==> config.mk <==
export PLATFORM = sky130hd
export DESIGN_NAME = ast_sample_fifo
export DESIGN_NICKNAME = d
export VERILOG_FILES = /design/src/rtl/fir_stream_pkg.sv /design/src/rtl/sat_counter.sv /design/src/rtl/ast_sample_fifo.sv
export SDC_FILE = /design/constraint.sdc
export NUM_CORES = 1
export LEC_CHECK = 0
export CAP_MARGIN = 20
export CORE_AREA = 2 2 178 110
export CTS_CLUSTER_SIZE = 25
export DETAILED_ROUTE_END_ITERATION = 8
export DIE_AREA = 0 0 180 112
export PLACE_DENSITY = 0.75
export SYNTH_ARGS = -nofsm -noshare
export SYNTH_HDL_FRONTEND = slang
export SYNTH_SLANG_ARGS = --single-unit
==> constraint.sdc <==
create_clock -name clk -period 8.7 [get_ports clk]
set_clock_uncertainty 0.15 [all_clocks]
set_input_delay 1.74 -clock clk [delete_from_list [all_inputs] [get_ports clk]]
set_output_delay 1.74 -clock clk [all_outputs]
set_load 0.01 [all_outputs]
==> src/rtl/fir_stream_pkg.sv <==
// Shared definitions for the FIR output stream.
//   SAMPLE_W / FIR_ERR_W : sample and Avalon-ST error widths from variable_saturation
//   fir_sample_t         : one stored stream beat, {err, data}
//   ERR_*                : Avalon-ST error tag encodings carried with each sample
package fir_stream_pkg;
   localparam int SAMPLE_W  = 12;
   localparam int FIR_ERR_W = 2;

   typedef struct packed {
      logic [FIR_ERR_W-1:0] err;
      logic [SAMPLE_W-1:0]  data;
   } fir_sample_t;

   localparam logic [FIR_ERR_W-1:0] ERR_NONE     = 2'b00;
   localparam logic [FIR_ERR_W-1:0] ERR_SAT_POS  = 2'b01;
   localparam logic [FIR_ERR_W-1:0] ERR_SAT_NEG  = 2'b10;
   localparam logic [FIR_ERR_W-1:0] ERR_INVALID  = 2'b11;
endpackage

==> src/rtl/sat_counter.sv <==
// Saturating up-counter with synchronous clear.
//   clk, reset : clock, synchronous active-high reset
//   i_clr      : clear to zero (an increment in the same cycle yields 1)
//   i_inc      : increment, holds at all-ones
//   o_cnt      : current count
module sat_counter #(
   parameter int W = 16
) (
   input  logic         clk,
   input  logic         reset,
   input  logic         i_clr,
   input  logic         i_inc,
   output logic [W-1:0] o_cnt
);
   logic [W-1:0] r_cnt;

   always_ff @(posedge clk) begin
      if (reset)
         r_cnt <= '0;
      else if (i_clr)
         // increment beats clear: the event being counted is not lost
         r_cnt <= i_inc ? W'(1) : '0;
      else if (i_inc && (r_cnt != '1))
         r_cnt <= r_cnt + W'(1);
   end

   assign o_cnt = r_cnt;
endmodule

==> src/rtl/ast_sample_fifo.sv <==
// Flop-based output FIFO behind variable_saturation. The upstream source is
// valid-only, so a push while full (with no pop) drops the sample and is
// reported via a sticky overflow flag and a saturating drop counter.
//   ast_sink_*     : valid-only Avalon-ST sink (data, error, valid)
//   ast_source_*   : Avalon-ST source with ready backpressure
//   fill_level     : number of stored entries
//   overflow       : sticky drop flag, cleared by overflow_clr
//   overflow_clr   : clears overflow and drop_count (a same-cycle drop wins)
//   drop_count     : saturating count of dropped samples
module ast_sample_fifo
   import fir_stream_pkg::*;
#(
   parameter int DATA_W = SAMPLE_W,
   parameter int ERR_W  = FIR_ERR_W,
   parameter int DEPTH  = 16,
   parameter int CNT_W  = 16
) (
   input  logic                     clk,
   input  logic                     reset,
   input  logic [DATA_W-1:0]        ast_sink_data,
   input  logic [ERR_W-1:0]         ast_sink_error,
   input  logic                     ast_sink_valid,
   output logic [DATA_W-1:0]        ast_source_data,
   output logic [ERR_W-1:0]         ast_source_error,
   output logic                     ast_source_valid,
   input  logic                     ast_source_ready,
   output logic [$clog2(DEPTH):0]   fill_level,
   output logic                     overflow,
   input  logic                     overflow_clr,
   output logic [CNT_W-1:0]         drop_count
);
   localparam int PTR_W = $clog2(DEPTH);
   localparam int LVL_W = PTR_W + 1;

   typedef struct packed {
      logic [ERR_W-1:0]  err;
      logic [DATA_W-1:0] data;
   } entry_t;

   entry_t             r_mem [DEPTH];
   logic [PTR_W-1:0]   r_wr_ptr;
   logic [PTR_W-1:0]   r_rd_ptr;
   logic [LVL_W-1:0]   r_fill;
   logic               r_overflow;

   logic               w_valid;
   logic               w_full;
   logic               w_pop;
   logic               w_push;
   logic               w_drop;
   entry_t             w_head;

   assign w_valid = (r_fill != '0);
   assign w_full  = (r_fill == LVL_W'(DEPTH));
   assign w_pop   = w_valid & ast_source_ready;
   // a pop frees the slot in the same cycle, so full+pop still accepts
   assign w_push  = ast_sink_valid & (~w_full | w_pop);
   assign w_drop  = ast_sink_valid & w_full & ~w_pop;

   // storage is not reset; only the pointers and level define contents
   always_ff @(posedge clk) begin
      if (w_push && !reset)
         r_mem[r_wr_ptr] <= '{err: ast_sink_error, data: ast_sink_data};
   end

   always_ff @(posedge clk) begin
      if (reset) begin
         r_wr_ptr   <= '0;
         r_rd_ptr   <= '0;
         r_fill     <= '0;
         r_overflow <= 1'b0;
      end else begin
         if (w_push) r_wr_ptr <= r_wr_ptr + PTR_W'(1);
         if (w_pop)  r_rd_ptr <= r_rd_ptr + PTR_W'(1);
         if (w_push && !w_pop)
            r_fill <= r_fill + LVL_W'(1);
         else if (w_pop && !w_push)
            r_fill <= r_fill - LVL_W'(1);
         if (w_drop)
            r_overflow <= 1'b1;
         else if (overflow_clr)
            r_overflow <= 1'b0;
      end
   end

   sat_counter #(.W(CNT_W)) u_drop_cnt (
      .clk   (clk),
      .reset (reset),
      .i_clr (overflow_clr),
      .i_inc (w_drop),
      .o_cnt (drop_count)
   );

   assign w_head           = r_mem[r_rd_ptr];
   assign ast_source_data  = w_head.data;
   assign ast_source_error = w_head.err;
   assign ast_source_valid = w_valid;
   assign fill_level       = r_fill;
   assign overflow         = r_overflow;
endmodule
==> results of run 1 <==
## synth_stat cells, types with 3 or more instances
library cell and number:
or3_1 8, ha_1 10, a21oi_1 17, or4_1 10, o31ai_1 10, xor2_1 7, dfxtp_1 34, mux2i_1 7
and3_1 4, nor2_1 35, nand2_1 16, o21ai_0 5, o211ai_1 3, mux4_2 70, edfxtp_1 224, inv_1 6
nand4_1 6, nor4_1 3, buf_2 7, clkbuf_1 15
## cell usage in the layout, fill, tap and decap left out, drive strengths merged, types with 17 or more instances in the layout
master,netlist,final
dfxtp,34,34
nor2,35,35
clkdlybuf4s50,0,55
edfxtp,224,224
clkbuf,15,33
buf,11,24
nand2,17,17
mux4,70,70
a21oi,17,17
## state kept, by name, indices dropped and copies added (netlist names), named ones only
register          cells
overflow              1
r_rd_ptr              4
r_wr_ptr              4
r_mem               224
fill_level            5
u_drop_cnt.o_cnt     16
## cell families (layout without fill, tap and decap cells)
| logic type | after synthesis | after routing | share of synthesized area (%) |
|---|---|---|---|
| muxes | 78 | 78 | 16.20 |
| xor gates and xnor gates | 9 | 9 | 0.7701 |
| buffers and inverters | 32 | 128 | 1.406 |
| adders and majority gates | 11 | 11 | 1.418 |
| DFF | 258 | 258 | 72.36 |
| AOI/OAI and AO/OA | 41 | 41 | 2.555 |
| and+or+nand+nor | 99 | 99 | 5.293 |
## power groups by stage
stage,combinational [mW],clock [mW],sequential (mW)
after floorplan,0.460,0,1.43
after global placement,0.627,0,1.44
after detailed placement,0.638,0,1.44
after CTS,0.643,1.06,1.42
after global routing,0.682,1.11,1.42
final,0.635,1.04,1.41
## routing by layer
| metal | vias to the layer above | wire length, um | GRT usage (%) |
|---|---|---|---|
| met5 | - | 13 | 0 |
| met2 | 172 | 9592 | 31.60 |
| met4 | 2 | 256 | 3.686 |
| met1 | 2765 | 9288 | 30.82 |
| li1 | 2317 | - | - |
| met3 | 23 | 1357 | 5.201 |
## cell type report
cell class | count | area share (%)
inverter | 6 | 0.1886
multi-input combinational | 238 | 22.48
tap | 246 | 2.577
sequential | 258 | 62.06
clock inverter | 10 | 1.027
timing repair buffer | 79 | 6.181
clock buffer | 33 | 5.489
## metrics by stage
step | std cells | total power, mW | area [um2]
floorplan | 528 | 1.886 | 10240
finish | 870 | 3.086 | 11940
detailed placement | 823 | 2.080 | 11130
global placement | 823 | 2.067 | 11130
global route | 870 | 3.213 | 11940
CTS | 866 | 3.113 | 11910
## worst reg2reg max path: stages, from the launching register on
cell and delay (ns):
dfxtp_1 0.40, or4_1 0.70, o21a_1 0.33, ha_1 0.24, inv_1 0.16, ha_1 0.30, a21o_1 0.20, a21oi_1 0.22
mux2i_1 0.23, mux2_2 0.34
## worst paths after layout
kind / startpoint / endpoint / slack [ns] / cells past startpoint
worst max-delay path: flip-flop / ast_source_data[1] / 3.37 / 4
worst max register to register: fill_level[0]$_SDFFE_PP0P_ / fill_level[4]$_SDFFE_PP0P_ / 5.34 / 9
worst min register to register: overflow$_SDFFE_PP0P_ / overflow$_SDFFE_PP0P_ / 0.33 / 2
worst min-delay path: overflow$_SDFFE_PP0P_ / overflow$_SDFFE_PP0P_ / 0.33 / 2
==> impl_results.md, run 1 <==
- Outcome: finished clean
- Hold/Removal Path Class: flip-flop to flip-flop
- Ys Warns: 0
- Area share of the largest cell type after synthesis: 65.71%
- Static leakage: 3.729 nW
- Syn Nets: 558
- EDFF count, synth: 224
- Setup violators final: 0
- Final min period: 5.327 ns
- Cts bufs inserted: 24
- Layout cells sized above 1: 21.79%
- CTS sink cnt: 258
- Final hold slack: 0.3277 ns
- Hold_buf cts: 0
- Post-Syn Area: 0.01024 mm2
- Crit path buf inv count: 2
- Clock Tree Root: clkbuf_16
- Cells after Synth: 528
- Ys async rst share: 0%
- Maxcap violations: 0
- H-tree level count: 1
- Largest net degree at the start of global routing: 57
- Area Overhead vs Synth: 16.69%
- DP HPWL: 11.99 mm
- Port buffer count: 55
- Antenna violations before repair: 2
- Clock latency at the later pin of the worst-skew pair: 0.51 ns
- Synth unique cells: 45
- CTS tree: yes
- Core Area: 0.01859 mm2
- Achievable Freq: 187.7 MHz
- Crit path launch type: flip-flop
- CP max stage cell: buf_4
- Type of the worst setup path: flip-flop to primary output
- CP cell instances: buf_4, mux4_2, mux4_2, clkdlybuf4s50_1
- PD cells: 258.4 mW/mm2
- Grt ovf: 0
- Peak supply drop: 0.0002004 V
- Final wirelength: 20.51 mm
- Starting Density: 55.06%
- Main synth FF type: edfxtp_1
- ANT nets after route: 0
- Seq/Total Area, Yosys: 72.36%
- Unrepaired setup endpoints after global routing: false
- DR WL/cell: 23.57 um
- Number of inserted diodes: 0
- Final period util: 61.23%
- Fin nets: 637
- Vias per cell: 6.068
- Crit path largest cell delay: 0.76 ns
- Worst endpoint required time: 6.81 ns
- Placer Congestion: 0.8040
- # DRC: 0
- Most used cell, CP: mux4_2
- Register area: 0.007412 mm2
- Maximum clock path buffer count: 3
- Post-CTS setup buffer count: 0
- Crit path arrival time: 3.44 ns
- CTS resizes: 0
- GRT Total Usage: 20.59%
- Row cnt: 39
- Via Count: 5,279
- Final slew viol count: 0
- Final core occ: 64.24%
- Die width: 180 um
- Pre-antenna DRT Iters: 5
- Flop pwr share: 45.8%
- Post-placement worst setup slack: 3.838 ns
- Comb power frac: 20.6%
- Slew of the pin with the lowest slew margin: 1.115 ns
- Sw Share: 23.92%
- Most area-consuming cells after synthesis: edfxtp_1 66%, mux4_2 15%, dfxtp_1 6.6%
- CP max FO: 47
- Slew margin rel.: 25.39%
- Via count of the first global-routing pass: 5,263
- CTS clock-pin slew for the worst setup and hold paths: 0.06 ns
- Delay-heaviest family, CP: buffers and inverters
- Multi-input gate area: 0.002685 mm2
- Number of DRC markers in iteration 0: 618
- Psw: 0.7382 mW
- Die ar.: 0.02016 mm2
- Clock power share: 33.6%
- Synth area leader: edfxtp_1
- Worst setup margin: 3.373 ns
- #FFs+latches synth: 258
- Power Internal: 2.348 mW
- Syn Area/Cell: 19.39 um2
- Die Ht: 112 um
- IO Pins: 56
- Final Hold Fails: 0
- First-pass GRT wire length: 31.06 mm
- Fill cells: 1,227
- Setup TNS: 0 ns
- Critical path endpoint category: primary output
No activity file was read; power rests on OpenSTA's default activity.
==> inputs of run 2 (changes only) <==
--- a/config.mk
+++ b/config.mk
@@ -6,10 +6,10 @@
 export NUM_CORES = 1
 export LEC_CHECK = 0
 export CAP_MARGIN = 20
-export CORE_AREA = 2 2 178 110
+export CORE_AREA = 2 2 181 112
 export CTS_CLUSTER_SIZE = 25
 export DETAILED_ROUTE_END_ITERATION = 8
-export DIE_AREA = 0 0 180 112
+export DIE_AREA = 0 0 183 114
 export PLACE_DENSITY = 0.75
 export SYNTH_ARGS = -nofsm -noshare
 export SYNTH_HDL_FRONTEND = slang
==> constraint.sdc (replaced) <==
create_clock -name clk -period 4.6 [get_ports clk]
set_clock_uncertainty 0.15 [all_clocks]
set_input_delay 0.92 -clock clk [delete_from_list [all_inputs] [get_ports clk]]
set_output_delay 0.92 -clock clk [all_outputs]
set_load 0.01 [all_outputs]
==> impl_results.md, run 2 (synthesis gave the netlist of run 1 again) <==
- Outcome: finished clean
- Row cnt: 40
- Via count of the first global-routing pass: 5,409
- Worst setup margin: 0.4206 ns
- Flop pwr share: 46.2%
- CTS tree: yes
- Die ar.: 0.02086 mm2
- Hold/Removal Path Class: flip-flop to flip-flop
- Clock power share: 33.3%
- Crit path launch type: flip-flop
- PD cells: 489.8 mW/mm2
- Worst endpoint required time: 3.53 ns
- Final Hold Fails: 0
- Maxcap violations: 0
- Unrepaired setup endpoints after global routing: false
- Biggest register: r_mem
- Starting Density: 52.71%
- Final min period: 4.179 ns
- CP max FO: 28
- Antenna violations before repair: 0
- Die width: 183 um
- Register area: 0.007412 mm2
- Number of DRC markers in iteration 0: 540
- Area Overhead vs Synth: 17.55%
- Power Internal: 4.454 mW
- Sw Share: 24.43%
- Critical path endpoint category: primary output
- CTS sink cnt: 258
- Cts bufs inserted: 24
- Die Ht: 114 um
- Final hold slack: 0.3233 ns
- Setup violators final: 0
- Port buffer count: 55
- Static leakage: 3.787 nW
- DR WL/cell: 23.35 um
- DP HPWL: 12.65 mm
- Final period util: 90.86%
- Pre-antenna DRT Iters: 6
- Final wirelength: 20.67 mm
- Post-placement worst setup slack: 0.6867 ns
- IO Pins: 56
- Setup TNS: 0 ns
- Power Total: 5.894 mW
- Layout cells sized above 1: 23.22%
- Psw: 1.440 mW
- Type of the worst setup path: flip-flop to primary output
- Final core occ: 61.97%
- Hold_buf cts: 0
- Vias per cell: 6.086
- Number of inserted diodes: 0
- Most frequent cells in the layout: 224 x edfxtp_1, 70 x mux4_2, 55 x clkdlybuf4s50_1, 35 x nor2_1, 32 x dfxtp_1
- Comb power frac: 20.5%
- Commonest non-fill, non-tap cell in the layout: edfxtp_1
- Achievable Freq: 239.3 MHz
- Clock latency at the later pin of the worst-skew pair: 0.52 ns
- Final slew viol count: 0
- Placer Congestion: 0.8353
- Post-CTS setup buffer count: 0
- First-pass GRT wire length: 31.71 mm
- Fill cells: 1,332
- Maximum clock path buffer count: 3
- Fin nets: 645
- H-tree level count: 1
- Largest net degree at the start of global routing: 57
- Core Area: 0.01942 mm2
- Via Count: 5,386
- Multi-input gate area: 0.002685 mm2
- GRT Total Usage: 20.47%
- Slew margin rel.: 25.91%
- CTS resizes: 0
- CTS clock-pin slew for the worst setup and hold paths: 0.06 ns
- Max FFs per register: 224
- Crit path arrival time: 3.11 ns
- Grt ovf: 0
- Clock Tree Root: clkbuf_16
- Peak supply drop: 0.0002980 V
- # DRC: 0
- ANT nets after route: 0
- Slew of the pin with the lowest slew margin: 1.102 ns
[run 2: cell types whose count changed in the layout (fill, tap and decap cells not counted), moves of 2 or more]
cell	delta
clkinv_2	+3
buf_6	-2
buf_12	+2
buf_4	+8
[run 2: final timing paths]
check / start / to / slack [ns] / depth (start not counted)
worst max-delay path: flip-flop / ast_source_data[8] / 0.42 / 4
worst min-delay path: overflow$_SDFFE_PP0P_ / overflow$_SDFFE_PP0P_ / 0.32 / 2
worst max register to register: fill_level[0]$_SDFFE_PP0P_ / fill_level[4]$_SDFFE_PP0P_ / 1.18 / 9
worst min register to register: overflow$_SDFFE_PP0P_ / overflow$_SDFFE_PP0P_ / 0.32 / 2
[run 2: routing by layer]
layer	part of all wire (%)	global-route usage (%)
met5	0	0
met4	2.0	4.480
met3	7.5	4.662
met2	48	32.50
met1	42	29.61
[run 2: per-stage QoR]
step / area, um2 / cells
final: 12030 / 885
after floorplan: 10240 / 528
after CTS: 12030 / 885
after global placement: 11250 / 841
after detailed placement: 11250 / 841
after global routing: 12030 / 885
[run 2: critical path, cell delays in order, from the launching register on]
cell and delay [ns]:
dfxtp_4 0.71, buf_4 0.29, mux4_2 0.52, mux4_2 0.53, clkdlybuf4s50_1 0.50
[run 2: final cells by class]
class	count	area share [%]
Tap cell	252	2.620
Timing Repair Buffer	87	6.780
Sequential cell	258	61.60
Multi-Input combinational cell	238	22.31
Inverter	6	0.1872
Clock inverter	11	0.8735
Clock buffer	33	5.625
[run 2: power by group through the flow]
stage                     clock, mW  sequential [mW]  combinational (mW)
after detailed placement          0             2.78                1.21
after CTS                      2.00             2.73                1.22
after global placement            0             2.78                1.18
after floorplan                   0             2.70               0.870
after global routing           2.10             2.75                1.29
final                          1.96             2.72                1.21
